`src/rtl/rca_serial_add_ctrl.sv`:
```
// Serial add/subtract controller: one 4-bit ripple slice reused per nibble,
// LSB nibble first, with registered result, carry-out and signed overflow.

module rca_4_bit (
  input  logic [3:0] a,
  input  logic [3:0] b,
  input  logic       cin,
  output logic [3:0] sum,
  output logic       cout
);

  logic [4:0] c;

  assign c[0] = cin;

  for (genvar i = 0; i < 4; i++) begin : g_fa
    assign sum[i]   = a[i] ^ b[i] ^ c[i];
    assign c[i + 1] = (a[i] & b[i]) | (c[i] & (a[i] ^ b[i]));
  end

  assign cout = c[4];

endmodule

module rca_serial_add_ctrl #(
  parameter int WIDTH = 16
) (
  input  logic             clk,
  input  logic             rst_n,
  input  logic             start,
  input  logic             sub,
  input  logic [WIDTH-1:0] a,
  input  logic [WIDTH-1:0] b,
  input  logic             cin,
  output logic             busy,
  output logic             done,
  output logic [WIDTH-1:0] sum,
  output logic             cout,
  output logic             overflow
);

  localparam int N  = WIDTH / 4;
  localparam int IW = (N > 1) ? $clog2(N) : 1;

  if ((WIDTH % 4) != 0 || WIDTH < 8) begin : g_bad_width
    $error("rca_serial_add_ctrl: WIDTH must be a multiple of 4 and >= 8");
  end

  typedef enum logic [1:0] {
    IDLE = 2'd0,
    RUN  = 2'd1,
    DONE = 2'd2
  } state_t;

  state_t           state;
  logic [WIDTH-1:0] a_q;
  logic [WIDTH-1:0] b_q;
  logic             carry;
  logic [IW-1:0]    idx;

  logic [3:0] a_nib;
  logic [3:0] b_nib;
  logic [3:0] s_nib;
  logic       s_cout;
  logic       last;

  always_comb begin
    a_nib = '0;
    b_nib = '0;
    for (int i = 0; i < N; i++) begin
      if (idx == IW'(i)) begin
        a_nib = a_q[4*i +: 4];
        b_nib = b_q[4*i +: 4];
      end
    end
  end

  assign last = (idx == IW'(N - 1));

  rca_4_bit u_slice (
    .a    (a_nib),
    .b    (b_nib),
    .cin  (carry),
    .sum  (s_nib),
    .cout (s_cout)
  );

  always_ff @(posedge clk or negedge rst_n) begin
    if (!rst_n) begin
      state    <= IDLE;
      a_q      <= '0;
      b_q      <= '0;
      carry    <= 1'b0;
      idx      <= '0;
      busy     <= 1'b0;
      done     <= 1'b0;
      sum      <= '0;
      cout     <= 1'b0;
      overflow <= 1'b0;
    end else begin
      unique case (state)
        IDLE: begin
          done <= 1'b0;
          if (start) begin
            a_q   <= a;
            b_q   <= sub ? ~b : b;
            carry <= sub ? 1'b1 : cin;
            sum   <= '0;
            idx   <= '0;
            busy  <= 1'b1;
            state <= RUN;
          end
        end
        RUN: begin
          for (int i = 0; i < N; i++) begin
            if (idx == IW'(i)) sum[4*i +: 4] <= s_nib;
          end
          carry <= s_cout;
          if (last) begin
            // B' already carries the subtract inversion, so one rule serves both
            cout     <= s_cout;
            overflow <= (a_q[WIDTH-1] == b_q[WIDTH-1]) &&
                        (s_nib[3] != a_q[WIDTH-1]);
            busy     <= 1'b0;
            done     <= 1'b1;
            state    <= DONE;
          end else begin
            idx <= idx + 1'b1;
          end
        end
        DONE: begin
          done  <= 1'b0;
          state <= IDLE;
        end
        default: begin
          busy  <= 1'b0;
          done  <= 1'b0;
          state <= IDLE;
        end
      endcase
    end
  end

endmodule

```
`config.mk`:
```
export PLATFORM = sky130hd
export DESIGN_NAME = rca_serial_add_ctrl
export DESIGN_NICKNAME = d
export VERILOG_FILES = /design/src/rtl/rca_serial_add_ctrl.sv
export SDC_FILE = /design/constraint.sdc
export NUM_CORES = 1
export LEC_CHECK = 0
export CORE_AREA = 2 2 92 72
export DETAILED_ROUTE_END_ITERATION = 10
export DIE_AREA = 0 0 94 74
export GPL_ROUTABILITY_DRIVEN = 0
export MAX_ROUTING_LAYER = met4
export PLACE_DENSITY = 0.85
export SYNTH_ARGS = -nofsm -noshare
export SYNTH_HDL_FRONTEND = slang
export SYNTH_HIERARCHICAL = 1
export SYNTH_SLANG_ARGS = --single-unit
export TNS_END_PERCENT = 5
```
`constraint.sdc`:
```
create_clock -name clk -period 10.2 [get_ports clk]
set_input_delay 1.02 -clock clk [delete_from_list [all_inputs] [get_ports clk]]
set_output_delay 1.02 -clock clk [all_outputs]
set_load 0.05 [all_outputs]
```
* Word level (Yosys, flattened, before mapping)
Index checks and enable logic that the tools add are counted.
** Word-level totals
- Flip-flop bits (word level) :: 57
- Latch bits :: 0
- Memory bits (writable) :: 0
- Memory bits (read-only) :: 0
- Bits of input ports :: 37
- Output and inout bits :: 20
- Word-level logic and storage cells :: 92
- Memories kept :: 0
** Operators by class
- Add/subtract/negate cells :: 1
- $mul :: 0
- Div/mod/pow operators :: 0
- Order comparisons :: 0
- Equality and inequality tests :: 13
- Shifts and indexed selects :: 0
- Multiplexer cells :: 29
- Bitwise gates (word level) :: 22
- Reduce and logical (&&, ||, !) cells :: 14
** Operator list (number)
- $mux W4 :: 12
- $mux W16 :: 2
- $pmux W16 S2 :: 1
- $reduce_and A3 Y1 :: 6
- $not A16 Y16 :: 1
- $ne A2 B2 Y1 const B :: 6
- $and A1 B1 Y1 :: 8
- $mux W2 :: 4
- $pmux W2 S2 :: 2
- $reduce_and A2 Y1 :: 4
- $xor A1 B1 Y1 :: 8
- $eq A2 B2 Y1 const B :: 3
- $mux W1 :: 6
- $eq A2 B1 Y1 const B :: 2
- $logic_not A2 Y1 :: 2
- $or A1 B1 Y1 :: 4
- $pmux W1 S3 :: 1
- $add A2 B1 Y2 const B :: 1
- $pmux W1 S2 :: 1
- $reduce_bool A2 Y1 :: 1
- $eq A1 B1 Y1 :: 1
- $logic_and A1 B1 Y1 :: 1
- $ne A1 B1 Y1 :: 1
- $not A1 Y1 :: 1

* Logic depth before layout (Yosys ltp)
- Word-level depth :: 15
- Mapped depth :: 18
- Mapped depth without buffers :: 16

* By module
Netlist, hierarchy kept.
** Modules (own cells, without submodules)
- rca_serial_add_ctrl :: times used 1, cells an instance 245, area each 2802.7 sq um, sequential area each 1426.4 sq um
- rca_4_bit :: times used 1, cells an instance 14, area each 117.6 sq um, sequential area each 0.0 sq um

* Worst setup path before layout
No wires, ideal clock.
- Kind :: reg-to-reg
- From :: register idx[0]
- To :: register overflow
- Setup time :: 0.128 ns
- Arrival time :: 3.189 ns
- Required time :: 10.072 ns
- Path slack :: 6.882 ns
- Stages on the path, launching flop included :: 17
- Path buffers :: 0
- Period minus slack after synthesis :: 3.318 ns
- Cells stage by stage :: dfrtp_1 inv_1 ha_1 and2b_1 a221oi_1 o31ai_1 fa_1 inv_1 fa_1 inv_1 fa_1 inv_1 fa_1 inv_1 and3b_1 a21oi_1 o21ai_0
** Between the ends
- Word-level cells in the longest chain between the ends :: 15
- Elaborated cells between the ends (all ways) :: 29
- Those cells by class :: eq/ne: 4; mux: 8; bitwise: 14; reduce/logical: 3
** Ends and longest elaborated chain
- start, declared :: RTL line 59 : logic [IW-1:0] idx;
- start signal, assigned :: RTL line 128 : idx <= idx + 1'b1;
- $logic_not A2 Y1 :: RTL line 71 : if (idx == IW'(i)) begin
- $mux W4 (3 in series) :: RTL line 71
- $mux W4 * :: RTL line 71
- net a_nib[0] :: RTL line 61 : logic [3:0] a_nib;
- $xor A1 B1 Y1 :: RTL line 18 : assign c[i + 1] = (a[i] & b[i]) | (c[i] & (a[i] ^ b[i]));
- $and A1 B1 Y1 :: RTL line 18
- $or A1 B1 Y1 * :: RTL line 18
- $and A1 B1 Y1 * :: RTL line 18
- $or A1 B1 Y1 * :: RTL line 18
- $and A1 B1 Y1 * :: RTL line 18
- $or A1 B1 Y1 * :: RTL line 18
- $xor A1 B1 Y1 * :: RTL line 17 : assign sum[i] = a[i] ^ b[i] ^ c[i];
- net s_nib[3] :: RTL line 63 : logic [3:0] s_nib;
- $ne A1 B1 Y1 * :: RTL line 123 : (s_nib[3] != a_q[WIDTH-1]);
- $logic_and A1 B1 Y1 * :: RTL line 122 : overflow <= (a_q[WIDTH-1] == b_q[WIDTH-1]) &&
- end signal, assigned :: RTL line 122
- end, declared :: RTL line 39 : output logic overflow
Mark *: on every way through the listed nets, which the timed path passes. The rest lies on a longest branch.
A chain may end at the register's enable or synchronous reset.

* Worst setup path after layout
- From :: register idx[1]
- To :: register overflow
** Between the ends
- Word-level cells in the longest chain between the ends :: 15
- Elaborated cells between the ends (all ways) :: 29
- Those cells by class :: eq/ne: 4; mux: 8; bitwise: 14; reduce/logical: 3
** Ends and longest elaborated chain
- $logic_not A2 Y1 :: RTL line 71
- $mux W4 (3 in series) :: RTL line 71
- $mux W4 * :: RTL line 71
- net b_nib[0] :: RTL line 62 : logic [3:0] b_nib;
- $xor A1 B1 Y1 :: RTL line 18
- $and A1 B1 Y1 :: RTL line 18
- $or A1 B1 Y1 * :: RTL line 18
- $and A1 B1 Y1 * :: RTL line 18
- $or A1 B1 Y1 * :: RTL line 18
- $and A1 B1 Y1 * :: RTL line 18
- $or A1 B1 Y1 * :: RTL line 18
- $xor A1 B1 Y1 * :: RTL line 17
- net s_nib[3] :: RTL line 63
- $ne A1 B1 Y1 * :: RTL line 123
- $logic_and A1 B1 Y1 * :: RTL line 122
Marks and branches as above.

==> flow_summary.ini <==
[job]
maxCapViolCount = 0

[global_routing]
grt_pass1_wl_um = 10500
grt_max_degree = 58
grt_use_met1 = 0.2763
grt_use_total = 0.2077
grt_overflow = 0
grt_pass1_vias = 2122
met3_usage = 0.06890
use_met2 = 0.2960
busiest_layer = met2
antenna_found_initial = 0

[routing]
firstDrtPassIters = 4
vias = 2142
wl_per_cell_um = 15.62
viasPerCell = 5.395
ant_nets = 0
wirelength_um = 6202
drt_iter0_markers = 162
drc = 0

[logic_synthesis]
synth-seq-cells = 57
avgSynthCellArea_um2 = 11.28
ys_seq_area_frac = 0.4884
syn_area_um2 = 2920
synth.area.top_cells = dfrtp_1 49%, a22o_1 11%, mux2_2 6.9%, xnor2_1 4.8%, nor2_1 3.5%
synth.net_count = 304
yosys.area.top_type = dfrtp_1
syn_inst = 259
ys_warn_count = 6
yosysTopAreaCellShare = 0.4884
ys_types = 32

[power_and_ir_drop]
leakage_nw = 1.571
vdd_drop_max_mv = 0.1648
power.density_nw_per_um2 = 378.1
finalPower_w = 0.001389

[critical_path]
reg2reg_from = idx[1]$_DFFE_PN0P_
max_stage_delay_ps = 430
path_cells = inv_1, ha_1, and2b_1, a221oi_1, o31ai_1, fa_1, inv_1, fa_1, inv_1, fa_1, inv_1, fa_1, inv_1, and3b_1, a21oi_1, o21ai_0
worstPathRequired_ps = 10420
worst_ep_arrival_time_ps = 4240
rr_worst_depth = 16
r2r_setup_slack_ps = 6180
cpMaxStageDelayCell = dfrtp_1
path_class = reg -> reg
startpoint = idx[1]$_DFFE_PN0P_
critical_path.endpoint = overflow$_DFFE_PN0P_
critPathLaunchType = register
rr_endpoint = overflow$_DFFE_PN0P_
crit_path_frequent_cell = inv_1
cp_max_fo = 12
worst_setup_path_end_kind = register

[clock_tree]
post-cts-setup-buffers = 0
postCtsHoldBufs = 0
htreeDepth = 3
clkTransAtPathRegs_ps = 60
cts_tree = built
cts_resized = 0
cts_buffers = 9
cts.sinks = 57
clk_latency_ps = 340
root_buffer = clkbuf_8
clockBufferDepth = 2

[finish]
num-nets-final = 356
layout_common_cells = 57 x dfrtp_1, 55 x clkdlybuf4s50_1, 36 x a22o_1
fin_cells = 397
multi_input_area_um2 = 1300
fillCellCount = 517
postLayoutCellArea_um2 = 3674
layout_commonest_cell = dfrtp_1
final_layout_size_suffix_gt1_frac = 0.1297
regArea_um2 = 1426
final_core_util = 0.6023
area_growth_syn_to_layout_pct = 25.79
antenna_cells = 0

[die]
num_rows = 25
die_y_um = 74
die_w_um = 94
design.core.area_um2 = 6100
die-area_um2 = 6956
start_util = 0.4788
io_pins = 57

[place]
io_buffers = 56
dp_hpwl_um = 4272
postPlaceCellArea_um2 = 3466
dp.cells = 381

[timing]
period_share = 0.3937
fin_setup_tns_ps = 0
slew_viol_final = 0
worst_pin_slew_ps = 901.4
fmax_mhz = 249.0
setup_viol = 0
slew_headroom = 0.3991
rsz0062_at_grt = no
hold_viol = 0
skew_ps = 6.828
finalCriticalPeriod_ps = 4015

[run_status]
status = finished clean

[worst_hold_path]
hold_path_class = reg -> reg
## cell families after synthesis
kind of cell | after synthesis | share of synthesized area
AOI/OAI and AO/OA | 77 | 0.2065
xor gates and xnor gates | 16 | 0.04798
muxes | 18 | 0.06941
DFF | 57 | 0.4884
and+or+nand+nor | 48 | 0.07670
adders and majority gates | 8 | 0.04456
buffers and inverters | 35 | 0.06640
## layout make-up
type / count / area share
flip-flops and latches: 57 / 0.3883
inverters: 18 / 0.01839
clock buffers: 14 / 0.04700
well taps: 81 / 0.02759
repair buffers: 58 / 0.1553
multi-input cells: 167 / 0.3539
clock inverters: 2 / 0.009537
## critical path, delay by kind of cell (launching register included)
kind,cells,cell delay (ps)
adders and majority gates,5,1740
and+or+nand+nor,2,540
AOI/OAI and AO/OA,4,690
buffers and inverters,5,490
DFF,1,430
## cell usage after synthesis (all sizes together)
master / number
o31ai: 7
a22o: 36
nand2: 11
a2bb2oi: 1
nand3b: 1
nor2b: 4
o21ai: 3
buf: 15
inv: 18
o21bai: 1
a21boi: 1
ha: 4
o21a: 1
fa: 4
and2b: 1
xnor2: 16
clkbuf: 2
a21oi: 19
dfrtp: 57
nand2b: 1
nor3b: 2
and3b: 1
mux2: 18
a221oi: 7
o22ai: 1
nor2: 27
## metal layers
| metal | wire length, um | vias to the layer above |
|---|---|---|
| li1 | - | 1019 |
| met1 | 2883 | 1029 |
| met2 | 2787 | 83 |
| met3 | 429 | 11 |
| met4 | 101 | 0 |
| met5 | 0 | - |
## worst min-delay path by stage
stage                                    from             endpoint  slack [ps]  cells past startpoint
after floorplan             carry$_DFFE_PN0P_    carry$_DFFE_PN0P_         470                      2
final                     a_q[13]$_DFFE_PN0P_  a_q[13]$_DFFE_PN0P_         520                      1
after CTS                 a_q[10]$_DFFE_PN0P_  a_q[10]$_DFFE_PN0P_         520                      1
after global placement    a_q[12]$_DFFE_PN0P_  a_q[12]$_DFFE_PN0P_         500                      1
after global routing      a_q[10]$_DFFE_PN0P_  a_q[10]$_DFFE_PN0P_         530                      1
after detailed placement   a_q[7]$_DFFE_PN0P_   a_q[7]$_DFFE_PN0P_         500                      1
## flip-flops by register name, summed over array words and instances (netlist names), 2 cells and up
signal  flops
state       2
idx         2
a_q        16
b_q        16
sum        16
## where the power goes
part / switching [W] / total, W / internal [W]
Sequential: 0.0000897 / 0.000418 / 0.000329
Combinational: 0.000425 / 0.000751 / 0.000327
Clock: 0.0000870 / 0.000220 / 0.000133
## metrics by stage
stage	setup WS [ps]	hold WS (ps)
floorplan	6882	467.0
CTS	6216	516.5
global route	5871	533.9
detailed placement	6249	502.0
finish	6185	516.5
global placement	6520	496.0
(Power assumes the default switching activity.)
